### config.mk
export PLATFORM = sky130hd
export DESIGN_NAME = alu_pattern_applier
export DESIGN_NICKNAME = d
export VERILOG_FILES = /design/src/rtl/alu_test_pkg.sv /design/src/rtl/alu_misr.sv /design/src/rtl/alu_pattern_applier.sv
export SDC_FILE = /design/constraint.sdc
export NUM_CORES = 1
export LEC_CHECK = 0
export CORE_ASPECT_RATIO = 1.25
export CORE_MARGIN = 2
export CORE_UTILIZATION = 42
export CTS_CLUSTER_DIAMETER = 100
export CTS_CLUSTER_SIZE = 24
export DETAILED_ROUTE_END_ITERATION = 12
export GPL_TIMING_DRIVEN = 0
export PLACE_DENSITY = 0.59
export SLEW_MARGIN = 30
export SYNTH_ARGS = -nofsm -noshare
export SYNTH_HDL_FRONTEND = slang
export SYNTH_HIERARCHICAL = 1
export SYNTH_SLANG_ARGS = --single-unit
### constraint.sdc
create_clock -name clk -period 7.5 [get_ports clk]
set_clock_uncertainty 0.2 [all_clocks]
set_input_delay 0.75 -clock clk [delete_from_list [all_inputs] [get_ports clk]]
set_output_delay 0.75 -clock clk [all_outputs]
set_load 0.03 [all_outputs]
### src/rtl/alu_test_pkg.sv
// alu_test_pkg: shared types for the alu pattern applier.
// Pattern record layout and run-sequencer states.
package alu_test_pkg;

    localparam int PI_W   = 5;
    localparam int PO_W   = 2;
    localparam int FCNT_W = 8;

    typedef struct packed {
        logic [PI_W-1:0] pi;
        logic [PO_W-1:0] xpct;
        logic [PO_W-1:0] mask;
    } pat_t;

    typedef enum logic [2:0] {
        ST_IDLE    = 3'd0,
        ST_APPLY   = 3'd1,
        ST_SETTLE  = 3'd2,
        ST_CAPTURE = 3'd3,
        ST_DONE    = 3'd4
    } state_t;

endpackage

### src/rtl/alu_misr.sv
// alu_misr: serial-shift multiple-input signature register.
// Compacts the masked 2-bit alu response once per captured pattern.
module alu_misr
    import alu_test_pkg::*;
#(
    parameter int               SIG_W    = 8,
    parameter logic [SIG_W-1:0] SIG_POLY = 8'h1D
) (
    input  logic            clk,
    input  logic            rst_n,
    input  logic            en,
    input  logic            clr,
    input  logic [PO_W-1:0] din,
    output logic [SIG_W-1:0] sig
);

    logic [SIG_W-1:0] r_sig;
    logic [SIG_W-1:0] w_next;
    logic [SIG_W-1:0] w_fb;

    // Next signature: shift left, fold back the polynomial, inject data
    always_comb begin
        w_fb   = r_sig[SIG_W-1] ? SIG_POLY : '0;
        w_next = {r_sig[SIG_W-2:0], 1'b0}
               ^ w_fb
               ^ {{(SIG_W-PO_W){1'b0}}, din};
    end

    // Signature state: cleared per run, advanced on capture only
    always_ff @(posedge clk or negedge rst_n) begin
        if (!rst_n) begin
            r_sig <= '0;
        end else if (clr) begin
            r_sig <= '0;
        end else if (en) begin
            r_sig <= w_next;
        end
    end

    assign sig = r_sig;

endmodule

### src/rtl/alu_pattern_applier.sv
// alu_pattern_applier: applies stored PI vectors to the 2-bit alu,
// strobes zout after a settle time, scores masked bits and builds a MISR.
module alu_pattern_applier
    import alu_test_pkg::*;
#(
    parameter int               DEPTH         = 8,
    parameter int               SETTLE_CYCLES = 4,
    parameter int               SIG_W         = 8,
    parameter logic [SIG_W-1:0] SIG_POLY      = 8'h1D
) (
    input  logic                     clk,
    input  logic                     rst_n,
    input  logic                     cfg_we,
    input  logic [$clog2(DEPTH)-1:0] cfg_addr,
    input  logic [PI_W-1:0]          cfg_pi,
    input  logic [PO_W-1:0]          cfg_xpct,
    input  logic [PO_W-1:0]          cfg_mask,
    input  logic [$clog2(DEPTH):0]   cfg_npat,
    input  logic                     start,
    output logic [1:0]               ain,
    output logic [1:0]               bin,
    output logic                     sel,
    input  logic [PO_W-1:0]          zout,
    output logic                     busy,
    output logic                     done,
    output logic                     pass,
    output logic [FCNT_W-1:0]        fail_count,
    output logic [$clog2(DEPTH)-1:0] first_fail,
    output logic [SIG_W-1:0]         signature
);

    localparam int AW = $clog2(DEPTH);
    localparam int NW = AW + 1;
    localparam int CW = (SETTLE_CYCLES > 1) ? $clog2(SETTLE_CYCLES) : 1;

    localparam logic [NW-1:0]     NPAT_MAX = NW'(DEPTH);
    localparam logic [CW-1:0]     CNT_LAST = CW'(SETTLE_CYCLES - 1);
    localparam logic [FCNT_W-1:0] FAIL_MAX = {FCNT_W{1'b1}};

    state_t            r_state;
    logic [AW-1:0]     r_idx;
    logic [NW-1:0]     r_npat;
    logic [CW-1:0]     r_cnt;
    pat_t              r_tab [DEPTH];
    logic [1:0]        r_ain;
    logic [1:0]        r_bin;
    logic              r_sel;
    logic [FCNT_W-1:0] r_fail;
    logic [AW-1:0]     r_ff;

    logic              w_idle_like;
    logic              w_start_ok;
    logic              w_busy;
    logic              w_done;
    logic              w_we_ok;
    logic [NW-1:0]     w_npat;
    logic              w_last;
    logic              w_settled;
    logic              w_capture;
    pat_t              w_cur;
    logic              w_match;
    logic [PO_W-1:0]   w_din;
    logic [SIG_W-1:0]  w_sig;

    assign w_idle_like = (r_state == ST_IDLE) || (r_state == ST_DONE);
    assign w_start_ok  = start && w_idle_like;
    assign w_busy      = (r_state == ST_APPLY)
                      || (r_state == ST_SETTLE)
                      || (r_state == ST_CAPTURE);
    assign w_done      = (r_state == ST_DONE);
    assign w_we_ok     = cfg_we && w_idle_like && !w_start_ok;
    assign w_npat      = (cfg_npat > NPAT_MAX) ? NPAT_MAX : cfg_npat;
    assign w_last      = ({1'b0, r_idx} == (r_npat - 1'b1));
    assign w_settled   = (r_cnt == CNT_LAST);
    assign w_capture   = (r_state == ST_CAPTURE);
    assign w_cur       = r_tab[r_idx];

    // An X/Z on a compared bit leaves w_match unknown, which the
    // scoring branch below treats as a mismatch.
    assign w_match = &(~w_cur.mask | ~(zout ^ w_cur.xpct));
    assign w_din   = zout & w_cur.mask;

    // Pattern table write port; frozen while a run is in flight
    always_ff @(posedge clk) begin
        if (w_we_ok) begin
            r_tab[cfg_addr] <= '{pi: cfg_pi, xpct: cfg_xpct, mask: cfg_mask};
        end
    end

    // Run sequencer: apply, settle, capture per pattern
    always_ff @(posedge clk or negedge rst_n) begin
        if (!rst_n) begin
            r_state <= ST_IDLE;
            r_idx   <= '0;
            r_npat  <= '0;
            r_cnt   <= '0;
        end else begin
            unique case (r_state)
                ST_IDLE, ST_DONE: begin
                    if (w_start_ok) begin
                        r_idx   <= '0;
                        r_npat  <= w_npat;
                        r_state <= (w_npat == '0) ? ST_DONE : ST_APPLY;
                    end
                end
                ST_APPLY: begin
                    r_cnt   <= '0;
                    r_state <= ST_SETTLE;
                end
                ST_SETTLE: begin
                    if (w_settled) begin
                        r_state <= ST_CAPTURE;
                    end else begin
                        r_cnt <= r_cnt + 1'b1;
                    end
                end
                ST_CAPTURE: begin
                    if (w_last) begin
                        r_state <= ST_DONE;
                    end else begin
                        r_idx   <= r_idx + 1'b1;
                        r_state <= ST_APPLY;
                    end
                end
                default: begin
                    r_state <= ST_IDLE;
                end
            endcase
        end
    end

    // Registered alu stimulus; holds between APPLY strobes
    always_ff @(posedge clk or negedge rst_n) begin
        if (!rst_n) begin
            r_ain <= '0;
            r_bin <= '0;
            r_sel <= 1'b0;
        end else if (r_state == ST_APPLY) begin
            {r_ain, r_bin, r_sel} <= w_cur.pi;
        end
    end

    // Per-run scoring: clear on start, count failing patterns on capture
    always_ff @(posedge clk or negedge rst_n) begin
        if (!rst_n) begin
            r_fail <= '0;
            r_ff   <= '0;
        end else if (w_start_ok) begin
            r_fail <= '0;
            r_ff   <= '0;
        end else if (w_capture) begin
            if (w_match) begin
                r_fail <= r_fail;
            end else begin
                if (r_fail != FAIL_MAX) begin
                    r_fail <= r_fail + 1'b1;
                end
                if (r_fail == '0) begin
                    r_ff <= r_idx;
                end
            end
        end
    end

    alu_misr #(
        .SIG_W    (SIG_W),
        .SIG_POLY (SIG_POLY)
    ) u_misr (
        .clk   (clk),
        .rst_n (rst_n),
        .en    (w_capture),
        .clr   (w_start_ok),
        .din   (w_din),
        .sig   (w_sig)
    );

    assign ain        = r_ain;
    assign bin        = r_bin;
    assign sel        = r_sel;
    assign busy       = w_busy;
    assign done       = w_done;
    assign pass       = w_done && (r_fail == '0);
    assign fail_count = r_fail;
    assign first_fail = r_ff;
    assign signature  = w_sig;

endmodule
==> impl_metrics.json <==
{
  "rsz0062_at_grt": "no",
  "fin_setup_tns_ns": 0,
  "viasPerCell": 5.332,
  "grt-ovfl-total": 0,
  "grt_pass1_wl_um": 15670,
  "num_rows": 43,
  "synth_most_common_cell": "edfxtp_1",
  "synth_largest_area_cell": "edfxtp_1",
  "syn-num-nets": 355,
  "grt_use_met3": 0.03986,
  "clkLatencyLatePin_ns": 0.34,
  "layout.nets": 417,
  "antenna_found_initial": 0,
  "fillers": 929,
  "die_area_um2": 12150,
  "grt_pass1_vias": 2940,
  "synth_area_leaders": "edfxtp_1, dfrtp_1, mux4_2",
  "first_pass_iters": 4,
  "synth-edff-count": 72,
  "grt_use_met2": 0.2910,
  "first_iter_violations": 88,
  "yosys_warnings": 6,
  "cp.arrival_ns": 2.85,
  "initial_utilization": 0.4295,
  "endpoint_kind": "primary output",
  "status": "complete, no violations",
  "ys_types": 45,
  "syn2layout_area_growth_pct": 20.89,
  "numCtsBuffers": 9,
  "dieHeight_um": 122.7,
  "hpwl_um": 6564,
  "ios": 49,
  "clk_pin_slew_worst_paths_ns": 0.08,
  "path_class": "flop to primary output",
  "hold_violations": 0,
  "slew_headroom": 0.4458,
  "core_um2": 11030,
  "synth_seq_cells": 108,
  "p_per_area_nw_per_um2": 339.5,
  "cts_setup_buffers": 0,
  "worstRegToRegCells": 4,
  "timing.rr.end": "r_tab[5][1]",
  "r2r-start": "r_state[1]",
  "slew_viol_final": 0,
  "min_period_over_period": 0.5070,
  "cts_max_level": 3,
  "rrSetupSlack_ns": 4.66,
  "route.detailed.drc": 0,
  "cts-resized-gates": 0,
  "critical_path.max_stage_delay_ns": 0.67,
  "hold_path_class": "primary input to async pin",
  "grt_max_degree": 24,
  "worstSetupStartpointType": "flop",
  "netlist.area_leader.share": 0.4564,
  "layout-drive-gt1-share": 0.1494,
  "avgSynthCellArea_um2": 14.44,
  "vias": 2826,
  "numPortBuffers": 48,
  "clockBufferDepth": 2,
  "final_core_util": 0.5192,
  "synth_common_cells": "edfxtp_1, dfrtp_1, nand2_1",
  "cts_tree": "done",
  "worstPathRequired_ns": 6.55,
  "ys.flop_type": "edfxtp_1",
  "grt-busiest-layer": "met2",
  "cpMaxStageDelayCell": "clkdlybuf4s50_1",
  "critPathMaxFanout": 5,
  "synth_area_um2": 4737,
  "met1_usage": 0.2175,
  "ant_nets": 0,
  "holdBufCountCts": 0,
  "peakVddDrop_mv": 0.1688,
  "cts_sinks": 108,
  "maxCapViolCount": 0,
  "routedWlPerCell_um": 18.01,
  "cts_root_buf": "clkbuf_16",
  "die_w_um": 98.99,
  "critPathBufInv": 2,
  "async_flop_share": 0.3333,
  "yosysSeqAreaShare": 0.6466,
  "worstMarginPinSlew_ns": 0.8198,
  "holdWs_ns": 0.1029,
  "clock.fmax_ghz": 0.2630,
  "crit_chain": "inv_1, ha_1, or4b_2, nor4_1, nor2b_1, clkdlybuf4s50_1",
  "layout_min_cycle_time_ns": 3.802,
  "routabilityCongestion": 0.7305,
  "setup_viol_count_final": 0,
  "diodes": 0,
  "synthCells": 328,
  "drt_wl_total_um": 9545,
  "grt_use_total": 0.1717,
  "power.leakage_uw": 0.002129,
  "crit_family": "simple AND/OR/NAND/NOR gates"
}
-- worst reg2reg max path, cell delays in order (launching register included) --
cell and delay [ns]:
dfrtp_1 0.36, clkbuf_1 0.21, nor4b_1 0.78, nand2_1 0.31, nor2_2 0.61
-- logic make-up after synthesis --
family | count (synthesis) | synth area share
flip-flops | 108 | 0.6466
AND/OR/NAND/NOR | 96 | 0.09693
multiplexers | 39 | 0.1281
AO/OA/AOI/OAI | 38 | 0.05970
buffers and inverters | 30 | 0.03328
XOR/XNOR | 12 | 0.02219
adder cells (fa/ha/maj) | 5 | 0.01321
-- layout make-up --
class,instances,area (µm²),share of cell area
tap,135,168.9,0.02950
timing repair buffer,51,510.5,0.08914
clock inverter,7,55.05,0.009613
clock buffer,9,225.2,0.03933
sequential,108,3063,0.5348
inverter,14,52.55,0.009176
multi-input combinational,190,1546,0.2700
buffer,16,105.1,0.01835
-- registers in the layout, summed over array words and instances (netlist names), 3 cells and up --
register    cells
r_tab          72
r_npat          4
first_fail      3
r_state         3
fail_count      8
r_idx           3
u_misr/sig      8
-- layer usage --
layer	vias up	wire length (µm)	share of wire
li1	1341	-	-
met1	1417	4154	0.44
met2	56	4815	0.50
met3	12	415	0.043
met4	0	160	0.017
met5	-	0	0
-- placed cells by master (no fill, tap or decap), types with 3 or more instances in the layout --
master            n
a211oi_2          5
a21oi_1           4
a31oi_1           6
and3_1            5
buf_2             3
buf_4             3
buf_6             3
clkbuf_1          9
clkbuf_16         9
clkdlybuf4s50_1  47
dfrtp_1          36
edfxtp_1         72
ha_1              5
inv_1            13
inv_6             3
mux2i_1          21
mux4_1            3
mux4_2           13
nand2_1          31
nand2b_1          7
nand3_1           9
nand3b_1          3
nor2_1           20
nor2_2            6
nor3_2            3
o21ai_0          13
xnor2_1           8
xor2_1            4
-- worst max path at each step --
| stage | slack, ns | end | start | cells after the start |
|---|---|---|---|---|
| floorplan | 4.52 | pass | fail_count[0] | 5 |
| global placement | 3.41 | r_tab[1][7] | start | 4 |
| detailed placement | 3.83 | r_tab[3][7] | start | 4 |
| CTS | 3.65 | pass | fail_count[0] | 6 |
| global route | 3.53 | pass | fail_count[0] | 6 |
| finish | 3.70 | pass | fail_count[0] | 6 |
-- per-stage QoR --
stage / worst slack, ns / cell area, µm² / std cells / total power (µW)
after CTS: 3.653 / 5722 / 530 / 1968
after floorplan: 4.521 / 4737 / 328 / 1290
after detailed placement: 3.829 / 5441 / 514 / 1515
final: 3.698 / 5727 / 530 / 1944
after global placement: 3.414 / 5386 / 511 / 1499
after global routing: 3.530 / 5727 / 530 / 2063
-- where the power goes --
part	internal [µW]	total [µW]	switching, µW	leakage, µW
combinational	324	731	407	0.000873
sequential	709	756	47.2	0.00112
clock	231	457	226	0.000140
total	1260	1940	680	0.00213
(Power assumes the default switching activity.)
